File: src/rtl/lsu_if.sv
// Core-side request/response and data-memory handshake signals of the load/store unit.
interface lsu_if #(
    parameter int ADDR_W = 32
);
    logic              req_valid;
    logic              req_ready;
    logic              is_load;
    logic              is_store;
    logic [2:0]        funct3;
    logic [ADDR_W-1:0] addr;
    logic [31:0]       wdata;
    logic              busy;
    logic              resp_valid;
    logic [31:0]       rdata;
    logic              misaligned;
    logic              illegal;
    logic              mem_req;
    logic              mem_we;
    logic [ADDR_W-1:0] mem_addr;
    logic [3:0]        mem_be;
    logic [31:0]       mem_wdata;
    logic              mem_ack;
    logic [31:0]       mem_rdata;

    // master: the core plus the memory it talks to; slave: the LSU itself
    modport master (
        output req_valid, is_load, is_store, funct3, addr, wdata, mem_ack, mem_rdata,
        input  req_ready, busy, resp_valid, rdata, misaligned, illegal,
        input  mem_req, mem_we, mem_addr, mem_be, mem_wdata
    );
    modport slave (
        input  req_valid, is_load, is_store, funct3, addr, wdata, mem_ack, mem_rdata,
        output req_ready, busy, resp_valid, rdata, misaligned, illegal,
        output mem_req, mem_we, mem_addr, mem_be, mem_wdata
    );
endinterface

File: src/rtl/lsu_unit.sv
// Load/store unit: one memory transaction per request, lane steering for stores,
// sign/zero extension for loads, misaligned/illegal faults reported without a memory access.
module lsu_unit #(
    parameter int ADDR_W = 32,
    parameter int DATA_W = 32
) (
    input  logic  clk,
    input  logic  rst,
    lsu_if.slave  bus
);
    typedef enum logic [1:0] {IDLE, ACCESS, RESP} state_t;

    state_t     state;
    logic [2:0] f3_q;
    logic [1:0] lane_q;
    logic       ld_q;

    logic        accept, ill_c, mis_c;
    logic [3:0]  be_c;
    logic [31:0] wd_c, sh_word, ext_c;

    assign accept = bus.req_valid && (bus.is_load || bus.is_store);

    always_comb begin
        ill_c = (bus.is_load && bus.is_store)
             || (bus.is_load  && (bus.funct3 == 3'd3 || bus.funct3 == 3'd6 || bus.funct3 == 3'd7))
             || (bus.is_store && bus.funct3 > 3'd2);
        mis_c = (bus.funct3[1:0] == 2'b01 && bus.addr[0])
             || (bus.funct3[1:0] == 2'b10 && bus.addr[1:0] != 2'b00);
        be_c  = 4'b1111;
        wd_c  = bus.wdata;
        case (bus.funct3[1:0])
            2'b00: begin
                be_c = 4'b0001 << bus.addr[1:0];
                wd_c = {4{bus.wdata[7:0]}};
            end
            2'b01: begin
                be_c = 4'b0011 << {bus.addr[1], 1'b0};
                wd_c = {2{bus.wdata[15:0]}};
            end
            default: ;
        endcase
    end

    // Lane select happens before extension so the same shifter serves B and H.
    always_comb begin
        sh_word = bus.mem_rdata >> {lane_q, 3'b000};
        ext_c   = bus.mem_rdata;
        case (f3_q)
            3'd0: ext_c = {{24{sh_word[7]}},  sh_word[7:0]};
            3'd1: ext_c = {{16{sh_word[15]}}, sh_word[15:0]};
            3'd4: ext_c = {24'd0, sh_word[7:0]};
            3'd5: ext_c = {16'd0, sh_word[15:0]};
            default: ;
        endcase
    end

    always_ff @(posedge clk) begin
        if (rst) begin
            state          <= IDLE;
            f3_q           <= '0;
            lane_q         <= '0;
            ld_q           <= 1'b0;
            bus.req_ready  <= 1'b1;
            bus.busy       <= 1'b0;
            bus.resp_valid <= 1'b0;
            bus.rdata      <= '0;
            bus.misaligned <= 1'b0;
            bus.illegal    <= 1'b0;
            bus.mem_req    <= 1'b0;
            bus.mem_we     <= 1'b0;
            bus.mem_addr   <= '0;
            bus.mem_be     <= '0;
            bus.mem_wdata  <= '0;
        end else begin
            case (state)
                IDLE: if (accept) begin
                    f3_q          <= bus.funct3;
                    lane_q        <= bus.addr[1:0];
                    ld_q          <= bus.is_load;
                    bus.req_ready <= 1'b0;
                    bus.busy      <= 1'b1;
                    if (ill_c || mis_c) begin
                        state          <= RESP;
                        bus.resp_valid <= 1'b1;
                        bus.illegal    <= ill_c;
                        bus.misaligned <= mis_c && !ill_c;
                        bus.rdata      <= '0;
                    end else begin
                        state          <= ACCESS;
                        bus.mem_req    <= 1'b1;
                        bus.mem_we     <= bus.is_store;
                        bus.mem_addr   <= {bus.addr[ADDR_W-1:2], 2'b00};
                        bus.mem_be     <= be_c;
                        bus.mem_wdata  <= wd_c;
                    end
                end
                ACCESS: if (bus.mem_ack) begin
                    state          <= RESP;
                    bus.mem_req    <= 1'b0;
                    bus.mem_we     <= 1'b0;
                    bus.mem_be     <= '0;
                    bus.resp_valid <= 1'b1;
                    bus.rdata      <= ld_q ? ext_c : '0;
                end
                RESP: begin
                    state          <= IDLE;
                    bus.resp_valid <= 1'b0;
                    bus.rdata      <= '0;
                    bus.misaligned <= 1'b0;
                    bus.illegal    <= 1'b0;
                    bus.busy       <= 1'b0;
                    bus.req_ready  <= 1'b1;
                end
                default: state <= IDLE;
            endcase
        end
    end
endmodule
File: src/flat_wrapper.sv
// flat-port wrapper written by rule: the top's interface ports become plain ports
module lsu_unit_flat 
#(
    parameter int ADDR_W = 32,
    parameter int DATA_W = 32
)
  (clk, rst, bus_req_valid, bus_is_load, bus_is_store, bus_funct3, bus_addr, bus_wdata, bus_mem_ack, bus_mem_rdata, bus_req_ready, bus_busy, bus_resp_valid, bus_rdata, bus_misaligned, bus_illegal, bus_mem_req, bus_mem_we, bus_mem_addr, bus_mem_be, bus_mem_wdata);
  lsu_if #(.ADDR_W(ADDR_W)) bus_i ();
  input  logic clk;
  input  logic rst;
  input wire logic [$bits(bus_i.req_valid)-1:0] bus_req_valid;
  input wire logic [$bits(bus_i.is_load)-1:0] bus_is_load;
  input wire logic [$bits(bus_i.is_store)-1:0] bus_is_store;
  input wire logic [$bits(bus_i.funct3)-1:0] bus_funct3;
  input wire logic [$bits(bus_i.addr)-1:0] bus_addr;
  input wire logic [$bits(bus_i.wdata)-1:0] bus_wdata;
  input wire logic [$bits(bus_i.mem_ack)-1:0] bus_mem_ack;
  input wire logic [$bits(bus_i.mem_rdata)-1:0] bus_mem_rdata;
  output wire logic [$bits(bus_i.req_ready)-1:0] bus_req_ready;
  output wire logic [$bits(bus_i.busy)-1:0] bus_busy;
  output wire logic [$bits(bus_i.resp_valid)-1:0] bus_resp_valid;
  output wire logic [$bits(bus_i.rdata)-1:0] bus_rdata;
  output wire logic [$bits(bus_i.misaligned)-1:0] bus_misaligned;
  output wire logic [$bits(bus_i.illegal)-1:0] bus_illegal;
  output wire logic [$bits(bus_i.mem_req)-1:0] bus_mem_req;
  output wire logic [$bits(bus_i.mem_we)-1:0] bus_mem_we;
  output wire logic [$bits(bus_i.mem_addr)-1:0] bus_mem_addr;
  output wire logic [$bits(bus_i.mem_be)-1:0] bus_mem_be;
  output wire logic [$bits(bus_i.mem_wdata)-1:0] bus_mem_wdata;
  assign bus_i.req_valid = bus_req_valid;
  assign bus_i.is_load = bus_is_load;
  assign bus_i.is_store = bus_is_store;
  assign bus_i.funct3 = bus_funct3;
  assign bus_i.addr = bus_addr;
  assign bus_i.wdata = bus_wdata;
  assign bus_i.mem_ack = bus_mem_ack;
  assign bus_i.mem_rdata = bus_mem_rdata;
  assign bus_req_ready = bus_i.req_ready;
  assign bus_busy = bus_i.busy;
  assign bus_resp_valid = bus_i.resp_valid;
  assign bus_rdata = bus_i.rdata;
  assign bus_misaligned = bus_i.misaligned;
  assign bus_illegal = bus_i.illegal;
  assign bus_mem_req = bus_i.mem_req;
  assign bus_mem_we = bus_i.mem_we;
  assign bus_mem_addr = bus_i.mem_addr;
  assign bus_mem_be = bus_i.mem_be;
  assign bus_mem_wdata = bus_i.mem_wdata;
  lsu_unit #(.ADDR_W(ADDR_W), .DATA_W(DATA_W)) u_core (.clk(clk), .rst(rst), .bus(bus_i));
endmodule
File: config.mk
export PLATFORM = sky130hd
export DESIGN_NAME = lsu_unit_flat
export DESIGN_NICKNAME = d
export VERILOG_FILES = /design/src/rtl/lsu_if.sv /design/src/rtl/lsu_unit.sv /design/src/flat_wrapper.sv
export SDC_FILE = /design/constraint.sdc
export NUM_CORES = 1
export LEC_CHECK = 0
export CELL_PAD_IN_SITES_DETAIL_PLACEMENT = 1
export CELL_PAD_IN_SITES_GLOBAL_PLACEMENT = 2
export CORE_ASPECT_RATIO = 0.9
export CORE_UTILIZATION = 23
export DETAILED_ROUTE_END_ITERATION = 6
export PLACE_DENSITY = 0.9
export SKIP_LAST_GASP = 1
export SLEW_MARGIN = 20
export SYNTH_ARGS = -nofsm -noshare
export SYNTH_HDL_FRONTEND = slang
export SYNTH_SLANG_ARGS = --single-unit
File: constraint.sdc
create_clock -name clk -period 2.65 [get_ports clk]
set_input_delay 0.6625 -clock clk [delete_from_list [all_inputs] [get_ports clk]]
set_output_delay 0.6625 -clock clk [all_outputs]
set_load 0.005 [all_outputs]
==> impl_metrics.ini, run 1 <==
[logic_synthesis]
ys_seq_area_share_pct = 46.3
synth_top_area_share_pct = 46.3
yosysUniqueCellTypes = 42
synth_area_leaders = dfxtp_1 (46%), mux2i_1 (8.8%), nand2_1 (8.6%), a21oi_1 (7.6%), nor2_1 (3.5%)
post_synth.cell_area_avg_um2 = 8.58
ys_seq_elements = 113
async_flop_share_pct = 0
synth_warnings = 0
synth_flop_cell = dfxtp_1
synth.largest_area_cell = dfxtp_1
synthCells = 569
synth_edf_count = 0
syn_area_mm2 = 0.00488

[timing]
hold_violations = 0
rsz0062_at_grt = false
setup_viol = 0
worst_pin_slew_ns = 0.925
fin_crit_ns = 2.31
holdWs_ns = 0.454
worst_slack_ns = 0.344
fin_skew_ns = 0.0218
drv_slew = 0
fmaxAchievable_mhz = 434
finalSetupTns_ns = 0
fin_crit_sh_pct = 87.0
maxSlewHeadroom_pct = 38.4

[finish]
instances_no_fill = 1070
drive_gt1_share_pct = 9.06
final_core_util_pct = 38.1
antenna_cells = 0
stdcell_area_mm2 = 0.00793
area_delta_synth_final_pct = 62.4
nets = 876

[worst_setup_path]
worstPathCellList = and4bb_1 > nand2_4 > or3_4 > a211oi_4 > a221o_2
critPathKind = reg -> reg
slowest_stage = a211oi_4
timing.critical_path.buf_inv = 0
worstRegToRegCells = 5
path_delay_family = simple AND/OR/NAND/NOR gates
rrSetupSlack_ns = 0.34
max_stage_delay_ns = 0.58
timing.rr.start = u_core.state[0]
worstSetupPathDepth = 5
reg2reg_to = u_core.bus.rdata[23]
worstPathRequired_ns = 3.01
critPathMaxFanout = 16
end_kind = flip-flop
worstSetupStartpointType = flip-flop
critPathArrivalTime_ns = 2.66

[power]
p_leak_nw = 2.86
power.total_mw = 5.00
p_per_area_mw_per_mm2 = 630
ir_drop_uv = 340

[routing]
drt_iter0_drc = 154
drtPass1Iterations = 5
vias_per_cell = 4.61
wl_mm = 17.5
wire_per_inst_um = 16.3
vias = 4931
drc = 0
ant_nets = 0

[die]
die_h_um = 140
die_w_um = 156
core_mm2 = 0.0208
rows = 50
die_area_mm2 = 0.0218
io_pins = 212
floorplan.initialDensity_pct = 23.4

[clock_tree]
cts-hold-fix-buffers = 0
post_cts_buffers = 0
clock_latency_ns = 0.42
cts_tree = done
cts_root_buf = clkbuf_16
cts.htree.levels = 4
post_cts_resized = 0
clkSlewWorstSetupHoldPaths_ns = 0.06
clock-sinks = 113
cts-buffers-inserted = 17
clockBufferDepth = 2

[grt]
grt_usage_pct = 16.2
first_global_vias = 5082
grt.overflow.total = 0
antenna_found_initial = 0
grt_pass1_wl_mm = 27.6
grt_start_max_net_pins = 85

[outcome]
status = completed

[min_path]
hold_path_class = reg -> reg
whs_path_depth = 2
worst_hold_path.endpoint = u_core.bus.mem_wdata[24]
hp-start = u_core.bus.mem_wdata[24]

[place]
place_area_mm2 = 0.00732
place_ws_ns = 0.0293
port_buffers = 209
placedCellCount = 1038
hpwl_mm = 12.1
gp_congestion = 0.772

[job]
maxCapViolCount = 0
-- worst register-to-register path, stage by stage (launching register included) --
cell and delay (ns):
dfxtp_1 0.52, and4bb_1 0.48, nand2_4 0.12, or3_4 0.35, a211oi_4 0.58, a221o_2 0.22
-- per-layer routing --
metal	GRT usage (%)	wire length, µm
met5	0	0
met4	4.85	180
met3	7.30	1580
met1	19.5	7850
met2	25.8	7870
-- how the worst max path moves through the flow --
stage / from / endpoint / slack [ns]
4_1_cts: u_core.state[0] / u_core.bus.rdata[23] / 0.30
3_3_place_gp: rst / u_core.bus.rdata[30] / 0.06
6_report: u_core.state[0] / u_core.bus.rdata[23] / 0.34
3_5_place_dp: bus_is_load / u_core.bus.mem_wdata[10] / 0.03
5_1_grt: u_core.state[0] / u_core.bus.rdata[29] / 0.22
2_1_floorplan: bus_funct3[0] / u_core.bus.rdata[24] / 0.54
-- power by group --
part,switching (mW),leakage (nW),internal [mW]
clock,0.845,0.294,1.59
sequential,0.0519,0.918,1.78
combinational,0.333,1.65,0.400
total,1.23,2.86,3.77
-- final cells by class --
class,instances,area (µm²)
timing repair buffer,231,2300
clock buffer,22,454
fill,2423,12900
multi-input combinational,405,2390
tap,286,358
clock inverter,10,159
sequential,113,2260
inverter,3,11.3
-- state kept, by name (all words and copies together), names as in the netlist, 2 cells and up --
name and count:
u_core.bus.mem_addr 30, u_core.f3_q 3, u_core.bus.mem_be 4, u_core.state 2, u_core.bus.rdata 32, u_core.lane_q 2
u_core.bus.mem_wdata 32
-- Yosys cell counts, types with 3 or more instances --
| master | n |
|---|---|
| nor3_1 | 3 |
| buf_4 | 5 |
| dfxtp_1 | 113 |
| nand2b_1 | 8 |
| o21bai_1 | 3 |
| nand3_1 | 7 |
| and3_1 | 3 |
| mux2i_1 | 43 |
| a311oi_1 | 8 |
| o21ai_0 | 30 |
| o21ai_1 | 3 |
| a21oi_1 | 74 |
| clkbuf_1 | 25 |
| nor2_1 | 46 |
| nand2_1 | 112 |
| a221o_1 | 14 |
| a221o_2 | 10 |
| a211oi_1 | 9 |
| o221ai_1 | 5 |
| inv_1 | 3 |
| buf_2 | 17 |
| o2bb2ai_1 | 3 |
| nor2b_1 | 4 |
-- cell usage in the layout, fill, tap and decap left out, drive strengths merged, types with 2 or more instances in the layout --
master         count
clkinv             4
a221o             24
nand2b             8
nor2              46
conb               2
nand3b             2
and3               3
buf               24
o221ai             5
mux2i             43
clkbuf            22
clkdlybuf4s50    207
nor2b              4
or3                2
inv                3
bufinv             4
a21oi             74
a311oi             8
dfxtp            113
o21a               2
nand2            113
nor3               4
o2bb2ai            3
a211oi            10
o21bai             3
nand3              7
clkinvlp           2
o21ai             33
-- cells by family after synthesis --
logic type	count (synthesis)	synth area share, %
AND/OR/NAND/NOR	196	17.6
AO/OA/AOI/OAI	163	21.7
flip-flops	113	46.3
buffers and inverters	52	4.97
multiplexers	44	9.27
other	1	0.0768
No activity file was read; power rests on OpenSTA's default activity.
==> run 2, diff against run 1 <==
- GPL_TIMING_DRIVEN: unset -> 0
- clock period: 2.65 -> 2.2 ns (I/O delays scaled with it)
==> run 2 against run 1 <==
Routed wire length grew 12%. Critical path type is now in -> reg. Sequential share of layout area shrank 0.29 points. Highest routed layer unchanged. Final area grew 1.0%. Largest cell class unchanged. Critical endpoint is now u_core.bus.rdata[22]. Combinational power grew 26%.
==> impl_metrics.ini, run 2 (same netlist as run 1, synthesis figures left out) <==
[finish]
final_common_cell = clkdlybuf4s50_1
instances_no_fill = 1099
reg_top3 = u_core.bus.mem_wdata (32), u_core.bus.rdata (32), u_core.bus.mem_addr (30)
nets = 906
fillers = 2451
area_delta_synth_final_pct = 64.1
drive_gt1_share_pct = 10.8
antenna_cells = 0
layout_common_cells = clkdlybuf4s50_1 (202), dfxtp_1 (113), nand2_1 (112)

[die]
die_h_um = 140
die_w_um = 156
floorplan.initialDensity_pct = 23.4
core_mm2 = 0.0208
rows = 50
die_area_mm2 = 0.0218
io_pins = 212

[min_path]
whs_path_depth = 2
hold_path_class = reg -> reg

[power]
p_per_area_mw_per_mm2 = 731
p_leak_nw = 2.93
ir_drop_uv = 456

[place]
place_ws_ns = -0.700
port_buffers = 208
gp_congestion = 0.794
placedCellCount = 1064
hpwl_mm = 14.5

[worst_setup_path]
critPathKind = in -> reg
worstRegToRegCells = 6
worstSetupStartpointType = primary input
rrSetupSlack_ns = 0.21
critPathMaxFanout = 10
critPathArrivalTime_ns = 2.45
end_kind = flip-flop
worstPathRequired_ns = 2.49

[clock_tree]
cts_root_buf = clkbuf_16
cts.htree.levels = 4
clockBufferDepth = 2
clkSlewWorstSetupHoldPaths_ns = 0.06
cts_tree = done
clock_latency_ns = 0.42
cts-buffers-inserted = 17
clock-sinks = 113

[routing]
ant_nets = 0
wl_mm = 19.6
vias_per_cell = 4.68
wire_per_inst_um = 17.8
drc = 0
drtPass1Iterations = 4
vias = 5143
drt_iter0_drc = 184

[job]
maxCapViolCount = 0

[grt]
grt_start_max_net_pins = 17
first_global_vias = 5403
grt_usage_pct = 18.4
grt_pass1_wl_mm = 30.5
grt.overflow.total = 0
antenna_found_initial = 0

[timing]
fin_crit_ns = 2.16
fin_skew_ns = 0.0202
fmaxAchievable_mhz = 463
hold_violations = 0
drv_slew = 0
setup_viol = 0
worst_pin_slew_ns = 0.818
worst_slack_ns = 0.0407
maxSlewHeadroom_pct = 45.5
rsz0062_at_grt = false
fin_crit_sh_pct = 98.1

[outcome]
status = completed
[run 2: cell types whose count changed in the layout (fill, tap and decap cells not counted), sizes merged]
cell	previous run	this run
bufinv	4	2
dlymetal6s2s	0	2
buf	24	31
dlygate4sd2	0	4
clkbuf	22	43
clkinvlp	2	4
clkdlybuf4s50	207	202
[run 2: layer usage]
| metal | track usage [%] | part of all wire, % |
|---|---|---|
| met4 | 4.54 | 0.56 |
| met5 | 0 | 0 |
| met2 | 29.9 | 46 |
| met3 | 6.81 | 7.4 |
| met1 | 22.8 | 46 |
[run 2: final cells by class]
class / instances / area (µm²) / share of cell area, %
inverter: 3 / 11.3 / 0.140
multi-input combinational: 405 / 2420 / 30.2
tap: 286 / 358 / 4.46
timing repair buffer: 213 / 2120 / 26.4
sequential: 113 / 2260 / 28.2
clock inverter: 10 / 110 / 1.37
clock buffer: 21 / 470 / 5.87
buffer: 48 / 263 / 3.28
[run 2: worst paths after layout]
path,from,end
worst max-delay path,bus_funct3[2],u_core.bus.rdata[22]
worst min-delay path,u_core.bus.mem_addr[8],u_core.bus.mem_addr[8]
worst max register to register,u_core.lane_q[0],u_core.bus.rdata[3]
worst min register to register,u_core.bus.mem_addr[8],u_core.bus.mem_addr[8]
[run 2: critical path: stages]
cell	delay (ns)
clkdlybuf4s50_1	0.54
a211oi_2	0.07
nor3_2	0.26
o21ai_1	0.12
and3_1	0.17
buf_2	0.17
clkbuf_4	0.21
a221o_2	0.35
[run 2: where the power goes]
| group | internal (mW) | leakage (nW) | switching (mW) |
|---|---|---|---|
| logic | 0.479 | 1.74 | 0.448 |
| clock network | 1.74 | 0.277 | 1.00 |
| registers | 2.14 | 0.918 | 0.0508 |
| total | 4.36 | 2.93 | 1.50 |
[run 2: metrics by stage]
| step | hold WS, ns | setup TNS, ns | area, µm² | power (mW) | util (%) |
|---|---|---|---|---|---|
| global route | 0.466 | 0 | 8020 | 6.12 | 38.5 |
| detailed placement | 0.448 | -56.97 | 7330 | 3.14 | 35.2 |
| floorplan | 0.452 | 0 | 4890 | 2.61 | - |
| CTS | 0.454 | 0 | 7980 | 5.94 | 38.3 |
| global placement | 0.441 | -54.84 | 7330 | 3.12 | 35.2 |
| finish | 0.454 | 0 | 8020 | 5.86 | 38.5 |
[run 2: what timing repair did]
action	4_1_cts	5_1_grt
gates resized for setup	25	9
cloned	0	0
hold buffers	0	0
buffers inserted	1	4
pin swaps	2	4
setup endpoints to repair	92	78
